`src/rtl/game_status_pkg.sv`:
```
// game_status_pkg
// Shared types and artwork for the game-status display block.
//   status_e   : top-level game state (PLAY / FLASH / GAMEOVER / WIN)
//   GG_GLYPH   : 16-row banner shown when the player runs out of lives
//   WIN_GLYPH  : 16-row banner shown when the frog reaches the goal
//   glyph_row  : looks up one 16-bit banner row for a terminal state
// Glyph rows are 16 bits wide with bit 15 as the leftmost column.
package game_status_pkg;

    typedef enum logic [1:0] {
        PLAY     = 2'd0,
        FLASH    = 2'd1,
        GAMEOVER = 2'd2,
        WIN      = 2'd3
    } status_e;

    localparam int GLYPH_W    = 16;
    localparam int GLYPH_ROWS = 16;

    // "GG" banner on the upper half, small lettering strip below it.
    localparam logic [15:0] GG_GLYPH [0:15] = '{
        16'h0000,
        16'h3C3C,
        16'h6666,
        16'h6060,
        16'h6E6E,
        16'h6666,
        16'h3E3E,
        16'h0000,
        16'h0000,
        16'h0000,
        16'h0000,
        16'h44EE,
        16'hAA8A,
        16'b0110011011101001,
        16'h4488,
        16'h0000
    };

    // "WIN" banner: W in the left five columns, I in the middle, N on the right.
    localparam logic [15:0] WIN_GLYPH [0:15] = '{
        16'h0000,
        16'h0000,
        16'h8BA2,
        16'h8932,
        16'hA92A,
        16'hA926,
        16'h53A2,
        16'h0000,
        16'h0000,
        16'h0000,
        16'h0000,
        16'h0000,
        16'h0000,
        16'h0000,
        16'h0000,
        16'h0000
    };

    // Banner row for a terminal state; every other state has no artwork.
    function automatic logic [15:0] glyph_row(input status_e s, input logic [3:0] idx);
        logic [15:0] row;
        row = 16'h0000;
        case (s)
            GAMEOVER: row = GG_GLYPH[idx];
            WIN:      row = WIN_GLYPH[idx];
            default:  row = 16'h0000;
        endcase
        return row;
    endfunction

endpackage

```
`src/rtl/game_status_display_if.sv`:
```
// game_status_display_if
// Bundles the game-side inputs and display-side outputs of the status block.
//   hit, win, frame_tick : game events and frame pacing (driven by master)
//   row_sel              : matrix row being scanned (driven by master)
//   pixels               : pixel pattern for row_sel (driven by slave)
//   lives                : remaining lives (driven by slave)
//   game_over, game_won  : terminal state flags (driven by slave)
//   freeze               : stalls frog/lane movement (driven by slave)
interface game_status_display_if #(
    parameter int WIDTH = 16,
    parameter int ROWS  = 16,
    parameter int LIVES = 3
);
    localparam int ROW_W  = $clog2(ROWS);
    localparam int LIFE_W = $clog2(LIVES + 1);

    logic              hit;
    logic              win;
    logic              frame_tick;
    logic [ROW_W-1:0]  row_sel;
    logic [WIDTH-1:0]  pixels;
    logic [LIFE_W-1:0] lives;
    logic              game_over;
    logic              game_won;
    logic              freeze;

    modport master (
        output hit, win, frame_tick, row_sel,
        input  pixels, lives, game_over, game_won, freeze
    );

    modport slave (
        input  hit, win, frame_tick, row_sel,
        output pixels, lives, game_over, game_won, freeze
    );

endinterface

```
`src/rtl/game_status_display_glyph_rom.sv`:
```
// status_glyph_rom
// Purely combinational artwork stage: turns the current game state, blink
// phase and scanned row into one row of matrix pixels.
//   state       : current game state
//   blink_phase : FLASH blink half (1 = lit)
//   row_sel     : matrix row being scanned
//   pixels      : WIDTH-bit pixel pattern for that row
module status_glyph_rom
    import game_status_pkg::*;
#(
    parameter int WIDTH = 16,
    parameter int ROWS  = 16,
    parameter int ROW_W = 4
) (
    input  status_e          state,
    input  logic             blink_phase,
    input  logic [ROW_W-1:0] row_sel,
    output logic [WIDTH-1:0] pixels
);

    // Glyphs are placed in the low 16 bits of a vector at least 16 wide, so a
    // wider matrix gets zero-padded upper columns and a narrower matrix keeps
    // only the low WIDTH columns.
    localparam int EXT_W = (WIDTH > GLYPH_W) ? WIDTH : GLYPH_W;

    logic [EXT_W-1:0] ext_row;
    int               row_i;

    // Rows outside the matrix are always dark; glyph rows past the artwork
    // height are dark too.
    always_comb begin
        row_i   = 32'(row_sel);
        ext_row = '0;
        pixels  = '0;
        if (row_i < ROWS) begin
            case (state)
                FLASH: begin
                    if (blink_phase) begin
                        pixels = '1;
                    end
                end
                GAMEOVER, WIN: begin
                    if (row_i < GLYPH_ROWS) begin
                        ext_row = EXT_W'(glyph_row(state, row_i[3:0]));
                        pixels  = ext_row[WIDTH-1:0];
                    end
                end
                default: pixels = '0;
            endcase
        end
    end

endmodule

```
`src/rtl/game_status_display.sv`:
```
// game_status_display
// Game-status controller for the LED matrix: tracks lives, runs the
// PLAY / FLASH / GAMEOVER / WIN sequence and drives one matrix row per
// selected row index.
//   clk    : system clock
//   reset  : synchronous, active-high reset
//   bus    : slave side of game_status_display_if
//            (hit, win, frame_tick, row_sel in; pixels, lives, game_over,
//             game_won, freeze out)
module game_status_display
    import game_status_pkg::*;
#(
    parameter int WIDTH        = 16,
    parameter int ROWS         = 16,
    parameter int LIVES        = 3,
    parameter int FLASH_FRAMES = 8,
    parameter int BLINK_FRAMES = 2
) (
    input  logic                  clk,
    input  logic                  reset,
    game_status_display_if.slave  bus
);

    localparam int ROW_W  = $clog2(ROWS);
    localparam int LIFE_W = $clog2(LIVES + 1);
    localparam int FC_W   = (FLASH_FRAMES > 1) ? $clog2(FLASH_FRAMES) : 1;
    localparam int BC_W   = (BLINK_FRAMES > 1) ? $clog2(BLINK_FRAMES) : 1;

    status_e           state_q, state_d;
    logic [LIFE_W-1:0] lives_q, lives_d;
    logic [FC_W-1:0]   flash_cnt_q, flash_cnt_d;
    logic [BC_W-1:0]   blink_cnt_q, blink_cnt_d;
    logic              blink_phase_q, blink_phase_d;

    // State and counter registers; reset wins over every input.
    always_ff @(posedge clk) begin
        if (reset) begin
            state_q       <= PLAY;
            lives_q       <= LIFE_W'(LIVES);
            flash_cnt_q   <= '0;
            blink_cnt_q   <= '0;
            blink_phase_q <= 1'b0;
        end else begin
            state_q       <= state_d;
            lives_q       <= lives_d;
            flash_cnt_q   <= flash_cnt_d;
            blink_cnt_q   <= blink_cnt_d;
            blink_phase_q <= blink_phase_d;
        end
    end

    // Next-state logic. A hit takes priority over a simultaneous win. The
    // FLASH window starts counting on the first tick after entry, so a tick
    // coinciding with the hit itself is not part of the window.
    always_comb begin
        state_d       = state_q;
        lives_d       = lives_q;
        flash_cnt_d   = flash_cnt_q;
        blink_cnt_d   = blink_cnt_q;
        blink_phase_d = blink_phase_q;

        case (state_q)
            PLAY: begin
                if (bus.hit) begin
                    if (lives_q <= LIFE_W'(1)) begin
                        lives_d = '0;
                        state_d = GAMEOVER;
                    end else begin
                        lives_d       = lives_q - LIFE_W'(1);
                        flash_cnt_d   = FC_W'(FLASH_FRAMES - 1);
                        blink_cnt_d   = '0;
                        blink_phase_d = 1'b1;
                        state_d       = FLASH;
                    end
                end else if (bus.win) begin
                    state_d = WIN;
                end
            end

            FLASH: begin
                if (bus.frame_tick) begin
                    if (blink_cnt_q == BC_W'(BLINK_FRAMES - 1)) begin
                        blink_cnt_d   = '0;
                        blink_phase_d = ~blink_phase_q;
                    end else begin
                        blink_cnt_d = blink_cnt_q + BC_W'(1);
                    end

                    if (flash_cnt_q == '0) begin
                        state_d       = PLAY;
                        blink_cnt_d   = '0;
                        blink_phase_d = 1'b0;
                    end else begin
                        flash_cnt_d = flash_cnt_q - FC_W'(1);
                    end
                end
            end

            default: begin
                state_d = state_q;
            end
        endcase
    end

    // Status flags follow the state directly.
    always_comb begin
        bus.game_over = (state_q == GAMEOVER);
        bus.game_won  = (state_q == WIN);
        bus.freeze    = (state_q != PLAY);
    end

    assign bus.lives = lives_q;

    status_glyph_rom #(
        .WIDTH (WIDTH),
        .ROWS  (ROWS),
        .ROW_W (ROW_W)
    ) u_glyph_rom (
        .state       (state_q),
        .blink_phase (blink_phase_q),
        .row_sel     (bus.row_sel),
        .pixels      (bus.pixels)
    );

endmodule

```
`src/flat_wrapper.sv`:
```
// flat-port wrapper written by rule: the top's interface ports become plain ports
module game_status_display_flat import game_status_pkg::*;
#(
    parameter int WIDTH        = 16,
    parameter int ROWS         = 16,
    parameter int LIVES        = 3,
    parameter int FLASH_FRAMES = 8,
    parameter int BLINK_FRAMES = 2
)
  (clk, reset, bus_hit, bus_win, bus_frame_tick, bus_row_sel, bus_pixels, bus_lives, bus_game_over, bus_game_won, bus_freeze);
  game_status_display_if #(.WIDTH(WIDTH), .ROWS(ROWS), .LIVES(LIVES)) bus_i ();
  input  logic clk;
  input  logic reset;
  input wire logic [$bits(bus_i.hit)-1:0] bus_hit;
  input wire logic [$bits(bus_i.win)-1:0] bus_win;
  input wire logic [$bits(bus_i.frame_tick)-1:0] bus_frame_tick;
  input wire logic [$bits(bus_i.row_sel)-1:0] bus_row_sel;
  output wire logic [$bits(bus_i.pixels)-1:0] bus_pixels;
  output wire logic [$bits(bus_i.lives)-1:0] bus_lives;
  output wire logic [$bits(bus_i.game_over)-1:0] bus_game_over;
  output wire logic [$bits(bus_i.game_won)-1:0] bus_game_won;
  output wire logic [$bits(bus_i.freeze)-1:0] bus_freeze;
  assign bus_i.hit = bus_hit;
  assign bus_i.win = bus_win;
  assign bus_i.frame_tick = bus_frame_tick;
  assign bus_i.row_sel = bus_row_sel;
  assign bus_pixels = bus_i.pixels;
  assign bus_lives = bus_i.lives;
  assign bus_game_over = bus_i.game_over;
  assign bus_game_won = bus_i.game_won;
  assign bus_freeze = bus_i.freeze;
  game_status_display #(.WIDTH(WIDTH), .ROWS(ROWS), .LIVES(LIVES), .FLASH_FRAMES(FLASH_FRAMES), .BLINK_FRAMES(BLINK_FRAMES)) u_core (.clk(clk), .reset(reset), .bus(bus_i));
endmodule
```
`config.mk`:
```
export PLATFORM = sky130hd
export DESIGN_NAME = game_status_display_flat
export DESIGN_NICKNAME = d
export VERILOG_FILES = /design/src/rtl/game_status_pkg.sv /design/src/rtl/game_status_display_if.sv /design/src/rtl/game_status_display_glyph_rom.sv /design/src/rtl/game_status_display.sv /design/src/flat_wrapper.sv
export SDC_FILE = /design/constraint.sdc
export NUM_CORES = 1
export LEC_CHECK = 0
export BUFFER_PORTS_ARGS = -buffer_cell sky130_fd_sc_hd__buf_2
export CAP_MARGIN = 10
export CORE_MARGIN = 3
export CORE_UTILIZATION = 46
export DETAILED_ROUTE_END_ITERATION = 10
export PLACE_DENSITY_LB_ADDON = 0.05
export SLEW_MARGIN = 15
export SYNTH_ARGS = -nofsm -noshare
export SYNTH_HDL_FRONTEND = slang
export SYNTH_SLANG_ARGS = --single-unit
```
`constraint.sdc`:
```
create_clock -name clk -period 1.2 [get_ports clk]
set_clock_uncertainty 0.1 [all_clocks]
set_input_delay 0.06 -clock clk [delete_from_list [all_inputs] [get_ports clk]]
set_output_delay 0.06 -clock clk [all_outputs]
set_load 0.01 [all_outputs]
```
# ---- After elaboration in Yosys (flattened, before gate mapping)
# Memory sizes are Yosys's and may differ from the RTL's.
# Index checks and enable logic that the tools add are counted.
dict set report op_classes {
  n_addsub 3
  magnitude_cmp 2
  n_eq_ne 10
  n_mux 31
  bitwise 2
  reduce_logical 10
}
# op n
set ops {}
lappend ops {{16-bit 2-to-1 mux} 5}
lappend ops {{16-bit case mux with 2 select lines} 2}
lappend ops {{2-bit 2-to-1 mux} 6}
lappend ops {{3-bit 2-to-1 mux} 4}
lappend ops {{1-bit 2-to-1 mux} 10}
lappend ops {{5-bit AND reduction} 2}
lappend ops {{2-bit inequality test (second input constant)} 4}
lappend ops {{4-bit AND reduction} 2}
lappend ops {{3-bit case mux with 2 select lines} 1}
lappend ops {{5-bit greater-or-equal comparator (second input constant)} 1}
lappend ops {{4-bit NOT with 5-bit output} 1}
lappend ops {{2-bit equality test (second input constant)} 2}
lappend ops {{1-bit case mux with 2 select lines} 2}
lappend ops {{2-bit case mux with 2 select lines} 1}
lappend ops {{2-bit nonzero test} 2}
lappend ops {{3-bit zero test} 1}
lappend ops {{3-bit by 1-bit inequality test with 1-bit output (second input constant)} 1}
lappend ops {{3-bit inequality test (second input constant)} 1}
lappend ops {{3-bit by 1-bit subtractor with 3-bit output (second input constant)} 1}
lappend ops {{2-bit by 1-bit equality test with 1-bit output (second input constant)} 1}
lappend ops {{2-bit by 1-bit <= comparator with 1-bit output (second input constant)} 1}
lappend ops {{2-bit zero test} 1}
lappend ops {{2-bit by 1-bit inequality test with 1-bit output (second input constant)} 1}
lappend ops {{2-bit AND reduction} 1}
lappend ops {{other kinds (4)} 4}
dict set report word_totals {
  ff_bits 9
  mem_bits_ro 512
  input_bits 9
  output_inout_bits 21
  elab_cells 65
  mem_count 2
}
# name depth word_bits read_ports rd_clocked_by_memory_dff write_ports line_no
set memory_table {}
lappend memory_table {{(name not given)} 16 16 1 0 0 game_status_pkg.sv:66} ;# WIN: row = WIN_GLYPH[idx];
lappend memory_table {{(name not given)} 16 16 1 0 0 game_status_pkg.sv:65} ;# GAMEOVER: row = GG_GLYPH[idx];

# ---- Longest topological paths before layout
# Gate-level depths: netlist of the first run.
dict set report depth {
  depth_word 6
  depth_mapped 5
  ltp_nobuf 5
}

# ---- Modules after synthesis
# Synthesis of the first run repeated with hierarchy kept, for this count alone.
dict set report hier_totals {
  hier_cells 127
  area_unflattened_um2 1021.0
}
# module instances cells_per_inst area_each_um2 seq_area_each_um2
set modules_own_cells {}
lappend modules_own_cells {game_status_display 1 57 524.3 180.2}
lappend modules_own_cells {status_glyph_rom 1 70 496.7 0.0}

# ---- Worst setup path before layout of the first run
# No wires, ideal clock.
dict set report synth_path {
  path_kind {reg-to-reg}
  from {register u_core.flash_cnt_q[0]}
  to {register u_core.state_q[0]}
  setup_time_ps 86
  arrival_time_ps 1028
  required_ps 1014
  path_slack_ps -14
  path_stages_with_launch 6
  path_buffers 0
  synth_period_minus_slack_ps 1214
  path_cell_list {dfxtp_1 inv_1 ha_1 nand2b_1 nor2_1 a221oi_2}
}
dict set report synth_via {
  elab_chain_len 3
}
# element line_no
set synth_lines {}
lappend synth_lines {{start: declaration} game_status_display.sv:31} ;# logic [FC_W-1:0] flash_cnt_q, flash_cnt_d;
lappend synth_lines {{start signal: assignment} game_status_display.sv:46} ;# flash_cnt_q <= flash_cnt_d;
lappend synth_lines {{3-bit zero test} game_status_display.sv:89} ;# if (flash_cnt_q == '0) begin
lappend synth_lines {{2-bit by 1-bit inequality test with 1-bit output (no source line)} --}
lappend synth_lines {{4-bit AND reduction (no source line)} --}
lappend synth_lines {{end signal: assignment} game_status_display.sv:44} ;# state_q <= state_d;
lappend synth_lines {{end: declaration} game_status_display.sv:29} ;# status_e state_q, state_d;
# No other way between the ends.
# A chain may end at the register's enable or synchronous reset.

# ---- Worst setup path in the final report of the first run
dict set report layout_path {
  from {register u_core.state_q[1]}
  to {output port bus_pixels[1]}
}
dict set report layout_via {
  elab_chain_len 3
  word_cells_on_any_way 6
  classes_between {eq/ne: 3; mux: 2; reduce/logical: 1}
}
# element line_no
set layout_lines {}
lappend layout_lines {{2-bit equality test} {game_status_pkg.sv:64, game_status_display_glyph_rom.sv:36}}
lappend layout_lines {{16-bit case mux with 2 select lines / 2-bit OR reduction (equally long branches)} --}
lappend layout_lines {{16-bit case mux with 2 select lines *} game_status_display_glyph_rom.sv:36} ;# case (state)
lappend layout_lines {{end: declaration} flat_wrapper.sv:18} ;# output wire logic [$bits(bus_i.pixels)-1:0] bus_pixels;
# Every way passes the cells marked *; elsewhere a longest branch is shown, timed or not.

==> key figures, run 1 <==
Run status
  – Outcome: complete, but fails checks
  – Failing checks: negative setup slack

Power and ir drop
  – LEAKAGE: 0.8063 nW
  – Sw Ratio: 40.86%
  – Sequential power share: around a quarter
  – Gate power share: 59.6%
  – Pwr per Cell Area: between 900 and 1000 nW/µm²
  – Clock Power Share: 16.1%
  – Internal Power: ~0.00094 W
  – Max VDD drop: 0.7404 mV
  – Psw: 0.0006511 W

Global routing
  – Number of global-route vias before repair: 1154
  – GRT overflow: 0
  – Global-route wire length before repair: 5092 µm
  – Initial antenna violation count: 0
  – Gr usage total: 24.49%
  – Largest net degree at the start of global routing: 12

Clock network
  – CTS Buffer Depth: 2
  – Root Buffer: clkbuf_4
  – Clk_lat worst skew: 280 ps
  – Clock slew at reported path FFs: 70 ps
  – Sink Count: 9
  – Cts bufs inserted: 3
  – H-tree depth: 1
  – CTS tree: built

Synthesis
  – Syn Area/Cell: 7.668 µm²
  – Cell count after synthesis: 132
  – FFs w/ async S/R, synth: 0%
  – #FFs+latches synth: 9
  – Ys Warns: 0
  – EDFF count, synth: 0
  – Largest cells by area after synthesis: dfxtp_1 (18%), ha_1 (11%), a21oi_1 (4.4%)
  – Post-synthesis cell area: 1012 µm²
  – Post-synthesis sequential area ratio: 17.80%
  – Primary FF master, synth: dfxtp_1
  – Post-synth top area cell: dfxtp_1
  – Share of the synthesized area in the top cell type: 17.80%
  – Unique cell type count in the Yosys netlist: 43
  – Post-Syn Nets: 150

Run
  – Max cap viols: 0

Placed design
  – GPL Wtd Cong: 0.9384
  – Buffers on Ports: 29
  – Pre-CTS setup slack: -247.8 ps
  – HPWL Detailed: 2322 µm

Worst setup path
  – Crit-path leading delay family: flip-flops
  – Crit-path max cell delay: 380 ps
  – FF-to-FF setup slack: -180 ps
  – Critical path's slowest cell: dfxtp_4
  – Kind of critical path: reg2out
  – Startpoint types: flop
  – WP data required: 1040 ps
  – Buf+Inv Stages, Crit Path: 3
  – Endpoint class of the critical path: primary output
  – Cell Chain, Critical Path: buf_6, nand2b_4, inv_8, o31ai_4, o211ai_1, buf_2
  – CP Data Arrival Time: 1450 ps
  – Worst-path fanout max: 6

Drt
  – # DRC: 0
  – Starting DRT DRC Count: 50
  – Via density: 5.881
  – Average routed wire per standard cell: 17.00 µm
  – Detailed-route wire length: 3706 µm
  – DR pass1 iterations: 4
  – Routed vias: 1282
  – Post-route ant nets: 0

STA
  – Final Max Tran Viols: 0
  – Worst-Margin Slew: ~330 ps
  – Worst slew margin: about 78%
  – Worst path setup slack after routing: -407.0 ps
  – Achievable Freq: about 620 MHz
  – Final min period: 1607 ps
  – Setup violations, final: 25
  – RSZ-0062 raised after global routing: yes
  – Period utilisation layout: 133.9%
  – Fin. Hold Viols: 0

Floorplanning
  – Chip height: 52.91 µm
  – Core Box Area: 2022 µm²
  – Die Width: 52.91 µm
  – Top Ports: 30
  – Num rows: 16
  – Die area: ~2800 µm²
  – Initial Util: ~50%

Final layout
  – Final Net Count: 210
  – Core Util, Final: 83.91%
  – Layout area overhead: 67.61%
  – Most common cell after layout, fill and taps aside: buf_2
  – Diode count: 0
  – Layout cells sized above 1: between 50 and 60%
  – Commonest cells after routing, fill and taps aside: buf_2 (28), buf_4 (22), ha_1 (8), buf_6 (8)

Worst hold path
  – Hold Path Class: in2reg
worst reg2reg max path: stages (launching register included):
cell and delay, ps:
dfxtp_4 370, buf_4 160, nand4bb_4 230, and2_4 190
o32ai_2 250
routing by layer:
layer  global-route usage, %  up-vias  share of wire [%]
met5                       0        -                  0
li1                        -      604                  -
met1                   27.75      596                 39
met4                   11.91        0                1.6
met2                   44.21       75                 54
met3                   3.380        7                5.6
cell type report:
type / instances / area [µm²]
multi-input cells: 107 / 963.4
fillers: 129 / 325.3
inverters: 10 / 45.04
clock buffers: 4 / 26.28
repair buffers: 61 / 435.4
well taps: 27 / 33.78
flip-flops and latches: 9 / 192.7
repair_timing:
| item | 4_1_cts | 5_1_grt |
|---|---|---|
| endpoints found under the setup margin | 27 | 27 |
| pin swaps | 16 | 13 |
| setup buffers | 4 | 3 |
| hold endpoints to repair | 1 | 0 |
| resized for setup | 42 | 23 |
| hold buffers | 2 | 0 |
power groups by stage:
stage	clock network [W]	logic (W)	registers, W
after floorplan	0	0.000398	0.000370
after global placement	0	0.000632	0.000379
after detailed placement	0	0.000651	0.000383
after CTS	0.000257	0.000804	0.000379
after global routing	0.000274	0.00101	0.000392
final	0.000256	0.000949	0.000388
worst paths after layout:
| path | start | endpoint | cells past startpoint |
|---|---|---|---|
| max | u_core.state_q[1] | bus_pixels[1] | 6 |
| min | bus_win | u_core.state_q[0] | 4 |
| max reg2reg | u_core.state_q[1] | u_core.flash_cnt_q[2] | 4 |
| min reg2reg | u_core.blink_cnt_q | u_core.blink_cnt_q | 2 |
flip-flops by register name, indices dropped and copies added (netlist names):
name,cells
u_core.blink_phase_q,1
u_core.bus.lives,2
u_core.state_q,2
u_core.flash_cnt_q,3
u_core.blink_cnt_q,1
cells in the mapped netlist, drive strengths merged, types with 4 or more instances:
cell type	instances
o21ai	12
inv	10
a21oi	9
dfxtp	9
ha	9
nand2	9
nor2b	8
nand2b	7
nor2	6
buf	5
o211ai	4
kinds of logic after synthesis:
kind of cell | count (synthesis) | share of synthesized area, %
AND/OR/NAND/NOR | 48 | 28.68
AO/OA/AOI/OAI | 48 | 33.37
multiplexers | 2 | 1.978
adder cells (fa/ha/maj) | 9 | 11.13
flip-flops | 9 | 17.80
buffers and inverters | 16 | 7.045
stage by stage:
step | instance area, µm² | setup TNS [ps] | hold slack [ps] | total power (W) | std cells
final | 1697 | -6269 | 99.45 | 0.001593 | 218
after global placement | 1334 | -3091 | 232.3 | 0.001012 | 205
after floorplan | 1016 | -0.2330 | 48.42 | 0.0007678 | 132
after global routing | 1697 | -7502 | 123.1 | 0.001673 | 218
after detailed placement | 1334 | -4120 | 239.7 | 0.001033 | 205
after CTS | 1560 | -5109 | 85.81 | 0.001440 | 215
(Power assumes the default switching activity.)
==> run 2, diff against run 1 <==
--- a/config.mk
+++ b/config.mk
@@ -8,7 +8,7 @@
 export BUFFER_PORTS_ARGS = -buffer_cell sky130_fd_sc_hd__buf_2
 export CAP_MARGIN = 10
 export CORE_MARGIN = 3
-export CORE_UTILIZATION = 46
+export CORE_UTILIZATION = 55
 export DETAILED_ROUTE_END_ITERATION = 10
 export PLACE_DENSITY_LB_ADDON = 0.05
 export SLEW_MARGIN = 15
==> constraint.sdc (replaced) <==
create_clock -name clk -period 2.03 [get_ports clk]
set_clock_uncertainty 0.1 [all_clocks]
set_input_delay 0.1015 -clock clk [delete_from_list [all_inputs] [get_ports clk]]
set_output_delay 0.1015 -clock clk [all_outputs]
set_load 0.01 [all_outputs]
==> key figures, run 2 (synthesis gave the netlist of run 1 again) <==
STA
  – Worst slew margin: 68.34% (was 78.16%)
  – Hold Worst Slack: 21.12 ps (was 99.45 ps)
  – Setup TNS: 0 ps (was -6269 ps)
  – Setup violations, final: 0 (was 25)
  – RSZ-0062 raised after global routing: no (was yes)
  – Final Max Tran Viols: 0 (unchanged)
  – Worst-Margin Slew: 474.0 ps (was 327.0 ps)
  – Period utilisation layout: 89.71%
  – Achievable Freq: 549.1 MHz
  – Fin. Hold Viols: 0 (unchanged)
  – Worst path setup slack after routing: 208.9 ps (was -407.0 ps)
  – Final min period: 1821 ps

Global routing
  – GRT overflow: 0 (unchanged)
  – Gr usage total: 20.65% (was 24.49%)
  – Initial antenna violation count: 0 (unchanged)
  – Number of global-route vias before repair: 909 (was 1154)
  – Global-route wire length before repair: 4029 µm (was 5092 µm)
  – Largest net degree at the start of global routing: 19 (was 12)

Final layout
  – Layout cells sized above 1: 25.16% (was 56.02%)
  – Final instance area: 1180 µm² (was 1697 µm²)
  – Final Net Count: 178 (was 210)
  – Most common cell after layout, fill and taps aside: buf_2 (unchanged)
  – Max FFs per register: 3 (unchanged)
  – Biggest register: u_core.flash_cnt_q (unchanged)
  – Non-Filler Instances: 183 (was 218)
  – Fillers: 145 (was 129)
  – Layout area overhead: 16.56% (was 67.61%)
  – Diode count: 0 (unchanged)

Worst setup path
  – Endpoint class of the critical path: primary output (unchanged)
  – Cell Chain, Critical Path: nand2b_1, inv_2, o31ai_1, o211ai_1, buf_2 (was buf_6, nand2b_4, inv_8, o31ai_4, o211ai_1, buf_2)
  – Crit path from: u_core.state_q[1] (unchanged)
  – Critical path's slowest cell: dfxtp_1 (was dfxtp_4)
  – Crit-path max cell delay: 560 ps (was 380 ps)
  – Startpoint types: flop (unchanged)
  – Worst r2r src: u_core.state_q[1] (unchanged)
  – Worst-path fanout max: 14 (was 6)
  – Kind of critical path: reg2out (unchanged)
  – CP Data Arrival Time: 1620 ps (was 1450 ps)
  – WP data required: 1830 ps (was 1040 ps)

Drt
  – Post-route ant nets: 0 (unchanged)
  – Routed vias: 1073 (was 1282)
  – Starting DRT DRC Count: 36 (was 50)
  – Detailed-route wire length: 2415 µm (was 3706 µm)
  – # DRC: 0 (unchanged)
  – DR pass1 iterations: 4 (unchanged)
  – Average routed wire per standard cell: 13.20 µm (was 17.00 µm)
  – Via density: 5.863 (was 5.881)

Floorplanning
  – Die area: 2391 µm² (was 2799 µm²)
  – Chip height: 48.90 µm (was 52.91 µm)
  – Initial Util: 62.81% (was 50.06%)
  – Core Box Area: 1612 µm² (was 2022 µm²)
  – Top Ports: 30 (unchanged)
  – Die Width: 48.90 µm (was 52.91 µm)
  – Num rows: 14 (was 16)

Clock network
  – H-tree depth: 1 (unchanged)
  – Post-CTS Repair Setup Buffers: 0 (was 4)
  – Cts bufs inserted: 3 (unchanged)
  – CTS tree: built (unchanged)
  – Hold_buf cts: 0 (was 2)
  – Clk_lat worst skew: 260 ps (was 280 ps)
  – Clock slew at reported path FFs: 60 ps (was 70 ps)
  – CTS Buffer Depth: 2 (unchanged)
  – Root Buffer: clkbuf_4 (unchanged)
  – Sink Count: 9 (unchanged)
  – Post-CTS Resized: 0 (was 42)

Placed design
  – Placed inst area: 1154 µm² (was 1334 µm²)
  – Buffers on Ports: 29 (unchanged)
  – Pre-CTS setup slack: 488.4 ps (was -247.8 ps)
  – HPWL Detailed: 1906 µm (was 2322 µm)
  – GPL Wtd Cong: 0.9411 (was 0.9384)
  – Inst Count DP: 179 (was 205)

Run status
  – Outcome: complete, no violations (was complete, but fails checks)

Run
  – Max cap viols: 0 (unchanged)

Worst hold path
  – Hold Path Class: in2reg (unchanged)
  – Hold wc startpoint: bus_frame_tick (was bus_win)

Power and ir drop
  – LEAKAGE: 0.5741 nW (was 0.8063 nW)
  – Pwr per Cell Area: 576.6 nW/µm² (was 939.1 nW/µm²)
  – Max VDD drop: 0.5476 mV (was 0.7404 mV)
==> run 2: cell count changes in the layout (fill, tap and decap cells not counted), sizes merged <==
cell	change
buf	-30
dlygate4sd3	-2
==> run 2: per-stage QoR <==
stage               total power (W)  util [%]
floorplan                 0.0004527         -
global placement          0.0005356     71.58
detailed placement        0.0005453     71.58
CTS                       0.0006843     73.21
global route              0.0007344     73.21
finish                    0.0006803     73.21
==> run 2: critical path: cells and delay by family (launching register included) <==
family / cells / cell delay (ps)
buffers and inverters: 2 / 310
AO/OA/AOI/OAI: 2 / 290
AND/OR/NAND/NOR: 1 / 200
flip-flops: 1 / 560
==> run 2: final timing paths <==
path / endpoint / slack [ps] / cells past startpoint
setup / recovery: bus_pixels[1] / 210 / 5
hold / removal: u_core.state_q[0] / 20 / 2
setup reg to reg: u_core.blink_phase_q / 520 / 3
hold reg to reg: u_core.bus.lives[0] / 390 / 1
==> run 2: final cells by class <==
type | count | area [µm²] | share of cell area [%]
clock buffers | 4 | 26.28 | 2.227
inverters | 10 | 37.54 | 3.181
multi-input cells | 107 | 760.7 | 64.48
flip-flops and latches | 9 | 180.2 | 15.27
well taps | 24 | 30.03 | 2.545
repair buffers | 29 | 145.1 | 12.30
==> run 2: report_power, final <==
group          internal (W)  switching, W
Clock             0.0000756     0.0000597
Sequential         0.000201     0.0000265
Combinational      0.000134      0.000184
==> run 2: routing by layer <==
metal  GRT usage [%]  wire length, µm  vias to the layer above
met1           28.41             1102                      473
li1                -                -                      536
met2           31.00             1056                       64
met3           8.869              256                        0
met4           1.422                0                        0
met5               0                0                        -
